$ cat config.mk
export PLATFORM = sky130hd
export DESIGN_NAME = sfir_mac_sequencer
export DESIGN_NICKNAME = d
export VERILOG_FILES = /design/src/rtl/sfir_pkg.sv /design/src/rtl/sfir_delay_line.sv /design/src/rtl/sfir_mac_sequencer.sv
export SDC_FILE = /design/constraint.sdc
export NUM_CORES = 1
export LEC_CHECK = 0
export BUFFER_PORTS_ARGS = -buffer_cell sky130_fd_sc_hd__buf_4
export CORE_UTILIZATION = 37
export CTS_CLUSTER_DIAMETER = 100
export DETAILED_ROUTE_END_ITERATION = 10
export PLACE_DENSITY = 0.59
export SLEW_MARGIN = 10
export SYNTH_ARGS = -nofsm -noshare
export SYNTH_HDL_FRONTEND = slang
export SYNTH_SLANG_ARGS = --single-unit
$ cat constraint.sdc
create_clock -name clk -period 13.4 [get_ports clk]
set_input_delay 1.34 -clock clk [delete_from_list [all_inputs] [get_ports clk]]
set_output_delay 1.34 -clock clk [all_outputs]
set_load 0.005 [all_outputs]
$ cat src/rtl/sfir_pkg.sv
// Shared types and width helpers for the symmetric FIR MAC sequencer.
// Also carries the default coefficient set that benches load into their ROM model.
package sfir_pkg;

    typedef enum logic [1:0] {
        S_IDLE = 2'd0,
        S_MAC  = 2'd1,
        S_DONE = 2'd2
    } sfir_state_t;

    // Coefficient index width
    function automatic int sfir_aw(input int nbtap);
        return $clog2(nbtap);
    endfunction

    // Accumulator width: pre-add grows one bit, the nbtap-term sum grows aw bits
    function automatic int sfir_ow(input int dsize, input int csize, input int nbtap);
        return dsize + csize + 1 + $clog2(nbtap);
    endfunction

    localparam int sfir_def_nbtap = 4;
    localparam logic [3:0][15:0] sfir_def_coef = {16'd4, 16'd3, 16'd2, 16'd1};

endpackage

$ cat src/rtl/sfir_delay_line.sv
// Enable-gated sample shift register with synchronous clear and parallel tap outputs.
// taps[0] holds the newest sample.
module sfir_delay_line
    import sfir_pkg::*;
#(
    parameter int dsize = 16,
    parameter int depth = 8
) (
    input  logic                         clk,
    input  logic                         clr,
    input  logic                         en,
    input  logic signed [dsize-1:0]      din,
    output logic [depth-1:0][dsize-1:0]  taps
);

    logic [depth-1:0][dsize-1:0] taps_r;

    // Shift register: clear wins, otherwise shift only on an accepted sample
    always_ff @(posedge clk) begin
        if (clr) begin
            taps_r <= '0;
        end else if (en) begin
            taps_r <= {taps_r[depth-2:0], din};
        end else begin
            taps_r <= taps_r;
        end
    end

    assign taps = taps_r;

endmodule

$ cat src/rtl/sfir_mac_sequencer.sv
// Time-multiplexed symmetric FIR: one pre-add/multiply/accumulate unit walks the nbtap
// tap pairs per accepted sample, then holds the result on a valid/ready output.
module sfir_mac_sequencer
    import sfir_pkg::*;
#(
    parameter  int dsize = 16,
    parameter  int csize = 16,
    parameter  int nbtap = 4,
    localparam int aw    = sfir_aw(nbtap),
    localparam int ow    = sfir_ow(dsize, csize, nbtap)
) (
    input  logic                    clk,
    input  logic                    rst,
    input  logic                    in_valid,
    output logic                    in_ready,
    input  logic signed [dsize-1:0] in_data,
    output logic [aw-1:0]           coef_addr,
    input  logic signed [csize-1:0] coef_data,
    output logic                    out_valid,
    input  logic                    out_ready,
    output logic signed [ow-1:0]    out_data
);

    localparam logic [aw-1:0] k_last = aw'(nbtap - 1);
    localparam logic [aw:0]   hi_top = (aw + 1)'(2 * nbtap - 1);

    sfir_state_t                   state_r;
    sfir_state_t                   state_nx_s;
    logic [aw-1:0]                 k_r;
    logic signed [ow-1:0]          acc_r;
    logic signed [ow-1:0]          out_data_r;
    logic                          out_valid_r;
    logic                          in_ready_s;
    logic                          accept_s;
    logic [2*nbtap-1:0][dsize-1:0] taps_s;
    logic [aw:0]                   k_hi_s;
    logic signed [dsize-1:0]       tap_lo_s;
    logic signed [dsize-1:0]       tap_hi_s;
    logic signed [dsize:0]         pre_s;
    logic signed [dsize+csize:0]   prod_s;
    logic signed [ow-1:0]          sum_s;

    assign accept_s = in_valid & in_ready_s & ~rst;

    sfir_delay_line #(
        .dsize (dsize),
        .depth (2 * nbtap)
    ) u_delay_line (
        .clk  (clk),
        .clr  (rst),
        .en   (accept_s),
        .din  (in_data),
        .taps (taps_s)
    );

    // Pre-add of the symmetric pair selected by k, multiply, accumulate (restart at k=0)
    always_comb begin
        k_hi_s   = hi_top - {1'b0, k_r};
        tap_lo_s = taps_s[{1'b0, k_r}];
        tap_hi_s = taps_s[k_hi_s];
        pre_s    = (dsize + 1)'(tap_lo_s) + (dsize + 1)'(tap_hi_s);
        prod_s   = (dsize + csize + 1)'(pre_s) * (dsize + csize + 1)'(coef_data);
        if (k_r == {aw{1'b0}}) begin
            sum_s = ow'(prod_s);
        end else begin
            sum_s = acc_r + ow'(prod_s);
        end
    end

    // Next-state and input handshake; in DONE the input opens only when the result leaves
    always_comb begin
        state_nx_s = state_r;
        in_ready_s = 1'b0;
        case (state_r)
            S_IDLE: begin
                in_ready_s = 1'b1;
                if (in_valid) begin
                    state_nx_s = S_MAC;
                end else begin
                    state_nx_s = S_IDLE;
                end
            end
            S_MAC: begin
                if (k_r == k_last) begin
                    state_nx_s = S_DONE;
                end else begin
                    state_nx_s = S_MAC;
                end
            end
            S_DONE: begin
                in_ready_s = out_ready;
                if (out_ready) begin
                    if (in_valid) begin
                        state_nx_s = S_MAC;
                    end else begin
                        state_nx_s = S_IDLE;
                    end
                end else begin
                    state_nx_s = S_DONE;
                end
            end
            default: begin
                state_nx_s = S_IDLE;
            end
        endcase
    end

    // State register
    always_ff @(posedge clk) begin
        if (rst) begin
            state_r <= S_IDLE;
        end else begin
            state_r <= state_nx_s;
        end
    end

    // Tap index, accumulator and output register; k returns to 0 after the last pair
    always_ff @(posedge clk) begin
        if (rst) begin
            k_r         <= {aw{1'b0}};
            acc_r       <= {ow{1'b0}};
            out_data_r  <= {ow{1'b0}};
            out_valid_r <= 1'b0;
        end else begin
            case (state_r)
                S_MAC: begin
                    acc_r <= sum_s;
                    if (k_r == k_last) begin
                        out_data_r  <= sum_s;
                        out_valid_r <= 1'b1;
                        k_r         <= {aw{1'b0}};
                    end else begin
                        k_r <= k_r + aw'(1);
                    end
                end
                S_DONE: begin
                    if (out_ready) begin
                        out_valid_r <= 1'b0;
                    end else begin
                        out_valid_r <= 1'b1;
                    end
                end
                default: begin
                    k_r <= {aw{1'b0}};
                end
            endcase
        end
    end

    assign in_ready  = in_ready_s & ~rst;
    assign coef_addr = k_r;
    assign out_valid = out_valid_r;
    assign out_data  = out_data_r;

endmodule

==> impl_metrics.sql, run 1 <==
INSERT INTO impl_metrics (metric_group, metric, value, unit) VALUES
('power_and_ir_drop', 'pleak', '10.4', 'nW'),
('finish', 'finish.instance_area', '0.0231', 'mm²'),
('critical_path', 'worstRegToRegCells', '37', ''),
('finish', 'fin_util', '41.0', '%'),
('synthesis', 'syn_inst', '2482', ''),
('cts', 'clockRootBuffer', 'sky130_fd_sc_hd__clkbuf_16', ''),
('grt', 'grt_max_degree', '91', ''),
('critical_path', 'ff2ff_setup_slack', '1470', 'ps'),
('cts', 'tritoncts', 'yes', ''),
('worst_hold_path', 'hold_path_depth', '2', ''),
('finish', 'design.final.nets', '2923', ''),
('sta', 'setup_tns', '0', 'ps'),
('grt', 'grt.total_usage', '17.9', '%'),
('critical_path', 'r2r-start', 'coef_addr[1]', ''),
('critical_path', 'cp_data_arrival_time', '12410', 'ps'),
('power_and_ir_drop', 'internal-power', '0.00249', 'W'),
('floorplan', 'die_y', '240', 'µm'),
('floorplan', 'pin_count', '75', ''),
('status', 'run_status', 'completed', ''),
('finish', 'layout-area-overhead-vs-synth', '9.57', '%'),
('power_and_ir_drop', 'power_density', '218', 'mW/mm²'),
('power_and_ir_drop', 'sequentialPowerShare', '13.1', '%'),
('sta', 'worst-slew-pin-transition', '1190', 'ps'),
('route', 'totalWireLength', '50100', 'µm'),
('critical_path', 'crit_path_start_kind', 'flop', ''),
('critical_path', 'crit_path_frequent_cell', 'sky130_fd_sc_hd__fa_1', ''),
('worst_hold_path', 'hold_start', 'u_delay_line.taps[121]', ''),
('floorplan', 'fp.dieW', '240', 'µm'),
('synthesis', 'yosysUniqueCellTypes', '70', ''),
('sta', 'rsz0062_at_grt', 'no', ''),
('grt', 'antenna_violations_before_repair', '0', ''),
('critical_path', 'timing.critical_path.to_type', 'flop', ''),
('floorplan', 'die-area', '0.0578', 'mm²'),
('power_and_ir_drop', 'clock_power_share', '12.8', '%'),
('grt', 'met2_usage', '31.6', '%'),
('sta', 'final-max-slew-violation-count', '0', ''),
('synthesis', 'asyncSetResetFlopFracSynth', '0', '%'),
('route', 'drcViolationCount', '0', ''),
('synthesis', 'synth-edff-count', '0', ''),
('cts', 'cts_post_setup_buffers_inserted', '0', ''),
('grt', 'grt-busiest-layer', 'met2', ''),
('synthesis', 'synth_area_per_cell', '8.48', 'µm²'),
('sta', 'maxSlewHeadroom', '20.3', '%'),
('grt', 'grt_pass1_wl', '84300', 'µm'),
('power_and_ir_drop', 'switching_share', '50.6', '%'),
('critical_path', 'timing.rr.end', 'out_data[34]', ''),
('synthesis', 'netlist.area_leader.share', '25.8', '%'),
('grt', 'overflow', '0', ''),
('power_and_ir_drop', 'power.share.combinational', '74.2', '%'),
('power_and_ir_drop', 'power.net_switching', '0.00255', 'W'),
('critical_path', 'critical-path-slowest-cell', 'sky130_fd_sc_hd__fa_1', ''),
('sta', 'finalSetupViolCount', '0', ''),
('cts', 'cts_num_sinks', '203', ''),
('placement', 'port-buffer-count', '74', ''),
('route', 'initialDrtViolationCount', '837', ''),
('synthesis', 'yosysTopAreaCell', 'sky130_fd_sc_hd__fa_1', ''),
('sta', 'final-hold-violation-count', '0', ''),
('sta', 'finalCritPeriodShare', '89.0', '%'),
('placement', 'placer_congestion_estimate', '0.890', ''),
('critical_path', 'timing.setup.critical_path_class', 'flop to flop', ''),
('synthesis', 'yosysSeqAreaShare', '19.3', '%'),
('sta', 'clock_skew', '37.2', 'ps'),
('finish', 'drive_above_1_share', '7.78', '%'),
('floorplan', 'initial_core_util', '37.4', '%'),
('cts', 'cts.repair.resized', '0', ''),
('sta', 'final.min_clock_period', '11930', 'ps'),
('route', 'post_drt_wl_per_cell', '15.4', 'µm'),
('cts', 'cts_buffer_depth', '3', ''),
('synthesis', 'syn-cell-area', '0.0210', 'mm²'),
('cts', 'number_of_h_tree_levels', '1', ''),
('grt', 'vias_in_the_first_global_route', '16983', '');
==> stage by stage <==
stage,std cells,worst slack [ps],hold slack [ps]
after detailed placement,3206,1550,447
after global placement,3206,1780,438
after floorplan,2482,1980,433
final,3250,1470,452
after global routing,3250,659,474
after CTS,3250,1510,455
==> logic make-up (layout without fill, tap and decap cells) <==
logic type	Yosys count	in the layout	synth area share [%]
AOI/OAI and AO/OA	470	470	13.7
adders and majority gates	413	413	34.2
xor gates and xnor gates	81	81	3.41
and+or+nand+nor	803	803	17.0
DFF	203	203	19.3
muxes	44	44	4.01
buffers and inverters	468	480	8.35
==> worst max-delay path by stage <==
stage / from / end / cells after the start
finish: coef_addr[1] / out_data[34] / 37
global route: coef_addr[1] / acc_r[34] / 37
CTS: coef_addr[1] / out_data[34] / 37
detailed placement: coef_addr[1] / out_data[34] / 37
global placement: coef_addr[1] / out_data[34] / 37
floorplan: coef_addr[0] / acc_r[34] / 43
==> synthesized netlist by cell type (all sizes together) (5+ instances only) <==
cell type  instances
nor2             107
o22ai              5
dfxtp            203
fa               271
o21bai            12
or2                5
o21ai             73
nand2            460
a31oi             14
or3                7
mux4              32
xor2              23
nor3              14
a211oi            41
nor2b              9
buf               10
nand2b            10
ha               140
inv              340
and2             137
nand4              9
nor4               5
and3               9
a21o              38
o21a              10
o211ai             7
clkbuf           117
nand3             22
a21oi            222
mux2i             10
xnor2             58
==> registers in the layout, summed over array words and instances (netlist names) <==
name	flops
u_delay_line.taps	128
acc_r	35
out_data	35
coef_addr	2
state_r	2
out_valid	1
==> worst max-delay path: cells and delay by family, from the launching register on <==
family	cells	cell delay, ps
AO/OA/AOI/OAI	16	3370
XOR/XNOR	3	1260
adder cells (fa/ha/maj)	9	4200
buffers and inverters	3	340
flip-flops	1	700
multiplexers	1	570
AND/OR/NAND/NOR	5	1390
==> cell usage in the layout (no fill, tap or decap), types with 8 or more instances in the layout <==
| cell type | netlist | layout |
|---|---|---|
| sky130_fd_sc_hd__a211oi_1 | 39 | 39 |
| sky130_fd_sc_hd__a21o_1 | 38 | 38 |
| sky130_fd_sc_hd__a21oi_1 | 221 | 221 |
| sky130_fd_sc_hd__a31oi_1 | 13 | 13 |
| sky130_fd_sc_hd__and2_1 | 137 | 135 |
| sky130_fd_sc_hd__and3_1 | 9 | 9 |
| sky130_fd_sc_hd__buf_4 | 0 | 95 |
| sky130_fd_sc_hd__clkbuf_16 | 0 | 24 |
| sky130_fd_sc_hd__dfxtp_1 | 203 | 201 |
| sky130_fd_sc_hd__fa_1 | 271 | 271 |
| sky130_fd_sc_hd__ha_1 | 140 | 140 |
| sky130_fd_sc_hd__inv_1 | 340 | 340 |
| sky130_fd_sc_hd__mux2i_1 | 10 | 10 |
| sky130_fd_sc_hd__mux4_2 | 32 | 32 |
| sky130_fd_sc_hd__nand2_1 | 460 | 459 |
| sky130_fd_sc_hd__nand2b_1 | 10 | 10 |
| sky130_fd_sc_hd__nand3_1 | 22 | 22 |
| sky130_fd_sc_hd__nand4_1 | 9 | 9 |
| sky130_fd_sc_hd__nor2_1 | 107 | 107 |
| sky130_fd_sc_hd__nor2b_1 | 9 | 8 |
| sky130_fd_sc_hd__nor3_1 | 14 | 14 |
| sky130_fd_sc_hd__o21a_1 | 10 | 10 |
| sky130_fd_sc_hd__o21ai_0 | 68 | 68 |
| sky130_fd_sc_hd__o21bai_1 | 12 | 12 |
| sky130_fd_sc_hd__xnor2_1 | 57 | 56 |
| sky130_fd_sc_hd__xor2_1 | 23 | 21 |
==> layout make-up <==
cell class / count / share of cell area [%]
Clock buffer: 35 / 2.96
Clock inverter: 9 / 0.461
Inverter: 341 / 5.55
Multi-Input combinational cell: 1811 / 66.2
Sequential cell: 203 / 17.6
Tap cell: 756 / 4.10
Timing Repair Buffer: 95 / 3.09
==> power groups by stage <==
stage | Combinational, W | Sequential, W | Clock [W]
after detailed placement | 0.00374 | 0.000670 | 0
after global placement | 0.00370 | 0.000669 | 0
after floorplan | 0.00291 | 0.000661 | 0
final | 0.00374 | 0.000657 | 0.000644
after global routing | 0.00420 | 0.000660 | 0.000688
after CTS | 0.00376 | 0.000657 | 0.000663
==> metal layers <==
metal	vias up	wire length, µm
met5	-	0
met4	0	1030
met3	53	1780
met2	272	25200
met1	8296	22100
li1	7984	-
(Power assumes the default switching activity.)
==> inputs of run 2 (changes only) <==
--- a/config.mk
+++ b/config.mk
@@ -5,11 +5,12 @@
 export SDC_FILE = /design/constraint.sdc
 export NUM_CORES = 1
 export LEC_CHECK = 0
-export BUFFER_PORTS_ARGS = -buffer_cell sky130_fd_sc_hd__buf_4
+export BUFFER_PORTS_ARGS = -buffer_cell sky130_fd_sc_hd__buf_2
 export CORE_UTILIZATION = 37
 export CTS_CLUSTER_DIAMETER = 100
 export DETAILED_ROUTE_END_ITERATION = 10
 export PLACE_DENSITY = 0.59
+export REMOVE_ABC_BUFFERS = 1
 export SLEW_MARGIN = 10
 export SYNTH_ARGS = -nofsm -noshare
 export SYNTH_HDL_FRONTEND = slang
==> run 2 against run 1 <==
Sequential share of layout area increased by 0.11 points; critical path type unchanged; setup slack lost 220 ps; critical endpoint is now acc_r[34]; highest routed layer unchanged; non-clock buffer count decreased by 1.
==> impl_metrics.sql, run 2 (synthesis gave the netlist of run 1 again) <==
INSERT INTO impl_metrics (metric_group, metric, value, unit) VALUES
('critical_path', 'crit_path_frequent_cell', 'sky130_fd_sc_hd__fa_1', ''),
('route', 'postRouteAntennaNets', '0', ''),
('grt', 'grt.total_usage', '17.6', '%'),
('finish', 'layout-area-overhead-vs-synth', '8.88', '%'),
('critical_path', 'timing.critical_path.to_type', 'flop', ''),
('floorplan', 'initial_core_util', '37.4', '%'),
('floorplan', 'pin_count', '75', ''),
('floorplan', 'core-area', '0.0563', 'mm²'),
('worst_hold_path', 'timing.hold.worst.class', 'flop to flop', ''),
('power_and_ir_drop', 'sequentialPowerShare', '13.0', '%'),
('critical_path', 'timing.critical_path.fanout_max', '32', ''),
('sta', 'maxSlewHeadroom', '23.0', '%'),
('sta', 'final.min_clock_period', '12150', 'ps'),
('critical_path', 'worst-path-stages', '38', ''),
('sta', 'finalCritPeriodShare', '90.7', '%'),
('grt', 'antenna_violations_before_repair', '0', ''),
('job', 'maxCapViolCount', '0', ''),
('power_and_ir_drop', 'power.share.combinational', '74.0', '%'),
('critical_path', 'worstPathRequired', '13850', 'ps'),
('critical_path', 'critical-path-slowest-cell', 'sky130_fd_sc_hd__fa_1', ''),
('cts', 'post_cts_hold_buffer_count', '0', ''),
('sta', 'worst_hold_slack', '452', 'ps'),
('finish', 'design.final.nets', '2923', ''),
('cts', 'number_of_h_tree_levels', '1', ''),
('grt', 'grt_pass1_wl', '83200', 'µm'),
('power_and_ir_drop', 'max_vdd_drop', '0.221', 'mV'),
('grt', 'grt_max_degree', '101', ''),
('route', 'post_drt_wl_per_cell', '15.3', 'µm'),
('finish', 'largest_register_ffs', '128', ''),
('sta', 'clock_skew', '12.6', 'ps'),
('critical_path', 'critPathMaxStageDelay', '710', 'ps'),
('power_and_ir_drop', 'pleak', '10.4', 'nW'),
('floorplan', 'die-area', '0.0578', 'mm²'),
('grt', 'vias_in_the_first_global_route', '16900', ''),
('power_and_ir_drop', 'clock_power_share', '13.0', '%'),
('cts', 'clk_pin_slew', '60', 'ps'),
('power_and_ir_drop', 'internal-power', '0.00251', 'W'),
('sta', 'finalSetupViolCount', '0', ''),
('placement', 'post-dp-hpwl', '38300', 'µm'),
('critical_path', 'crit_path_start_kind', 'flop', ''),
('critical_path', 'cp_data_arrival_time', '12600', 'ps'),
('critical_path', 'timing.setup.critical_path_class', 'flop to flop', ''),
('critical_path', 'cp.buffers_inverters', '4', ''),
('worst_hold_path', 'hold_path_depth', '2', ''),
('critical_path', 'timing.critical_path.max_delay_family', 'adder cells', ''),
('route', 'drt-pass1-iter-count', '5', ''),
('finish', 'layout_commonest_cell', 'sky130_fd_sc_hd__nand2_1', ''),
('finish', 'drive_above_1_share', '7.99', '%'),
('placement', 'placer_congestion_estimate', '0.906', ''),
('power_and_ir_drop', 'power_density', '221', 'mW/mm²'),
('cts', 'clk-insertion-delay-late', '540', 'ps'),
('power_and_ir_drop', 'power.net_switching', '0.00255', 'W'),
('sta', 'final-max-slew-violation-count', '0', ''),
('status', 'run_status', 'completed', ''),
('placement', 'port-buffer-count', '74', ''),
('route', 'initialDrtViolationCount', '763', ''),
('cts', 'cts_post_setup_buffers_inserted', '0', ''),
('route', 'totalWireLength', '49700', 'µm'),
('sta', 'worst-slew-pin-transition', '1150', 'ps'),
('power_and_ir_drop', 'switching_share', '50.5', '%'),
('cts', 'cts.repair.resized', '0', ''),
('floorplan', 'fp.dieW', '240', 'µm'),
('critical_path', 'worstRegToRegCells', '38', ''),
('cts', 'tritoncts', 'yes', ''),
('sta', 'rsz0062_at_grt', 'no', ''),
('finish', 'num_antenna_cells', '0', ''),
('sta', 'setup_tns', '0', 'ps'),
('route', 'route.detailed.vias_per_inst', '5.14', ''),
('floorplan', 'die_y', '240', 'µm'),
('route', 'drcViolationCount', '0', ''),
('sta', 'final-hold-violation-count', '0', ''),
('cts', 'clockRootBuffer', 'sky130_fd_sc_hd__clkbuf_16', ''),
('route', 'via_count', '16690', ''),
('sta', 'maxClockFrequency', '82.3', 'MHz'),
('grt', 'overflow', '0', ''),
('finish', 'most-common-layout-cells', 'sky130_fd_sc_hd__nand2_1, sky130_fd_sc_hd__inv_1, sky130_fd_sc_hd__fa_1', ''),
('floorplan', 'rows', '87', ''),
('cts', 'tritoncts.num_buffers', '25', ''),
('cts', 'cts_num_sinks', '203', ''),
('cts', 'cts_buffer_depth', '3', '');
==> run 2: final timing paths <==
check	startpoint	end	slack, ps
setup / recovery	coef_addr[1]	acc_r[34]	1250
hold / removal	u_delay_line.taps[117]	u_delay_line.taps[117]	450
setup reg to reg	coef_addr[1]	acc_r[34]	1250
hold reg to reg	u_delay_line.taps[117]	u_delay_line.taps[117]	450
==> run 2: final cells by class <==
cell class / count / area [µm²]
multi-input cells: 1811 / 15300
well taps: 756 / 946
flip-flops and latches: 203 / 4070
clock inverters: 11 / 118
clock buffers: 32 / 682
fillers: 5664 / 33400
inverters: 341 / 1280
repair buffers: 94 / 527
==> run 2: power by group through the flow <==
stage | clock network, W | logic, W | registers, W
detailed placement | 0 | 0.00372 | 0.000669
finish | 0.000660 | 0.00375 | 0.000656
floorplan | 0 | 0.00288 | 0.000664
CTS | 0.000682 | 0.00374 | 0.000656
global route | 0.000709 | 0.00419 | 0.000660
global placement | 0 | 0.00365 | 0.000668
==> run 2: worst min-delay path, delay by kind of cell, from the launching register on <==
family | cells | cell delay [ps]
simple gates | 1 | 50
flops | 1 | 300
compound gates | 1 | 50
==> run 2: metrics by stage <==
stage	std cells	utilization [%]	cell area, µm²	setup WS (ps)	power [W]
after floorplan	2355	-	20600	1630	0.00354
after global placement	3205	39.3	22100	1590	0.00432
after detailed placement	3205	39.3	22100	1340	0.00439
after CTS	3248	40.7	22900	1290	0.00508
after global routing	3248	40.7	22900	367	0.00556
final	3248	40.7	22900	1250	0.00506
==> run 2: metal layers <==
layer  track usage (%)  vias to the layer above  share of wire [%]  wire, µm
li1                  -                     7979                  -         -
met3              1.81                       58                3.9      1940
met1              22.3                     8345                 43     21400
met2              31.8                      308                 51     25400
met5                 0                        -                  0         0
met4              4.23                        0                2.0      1000
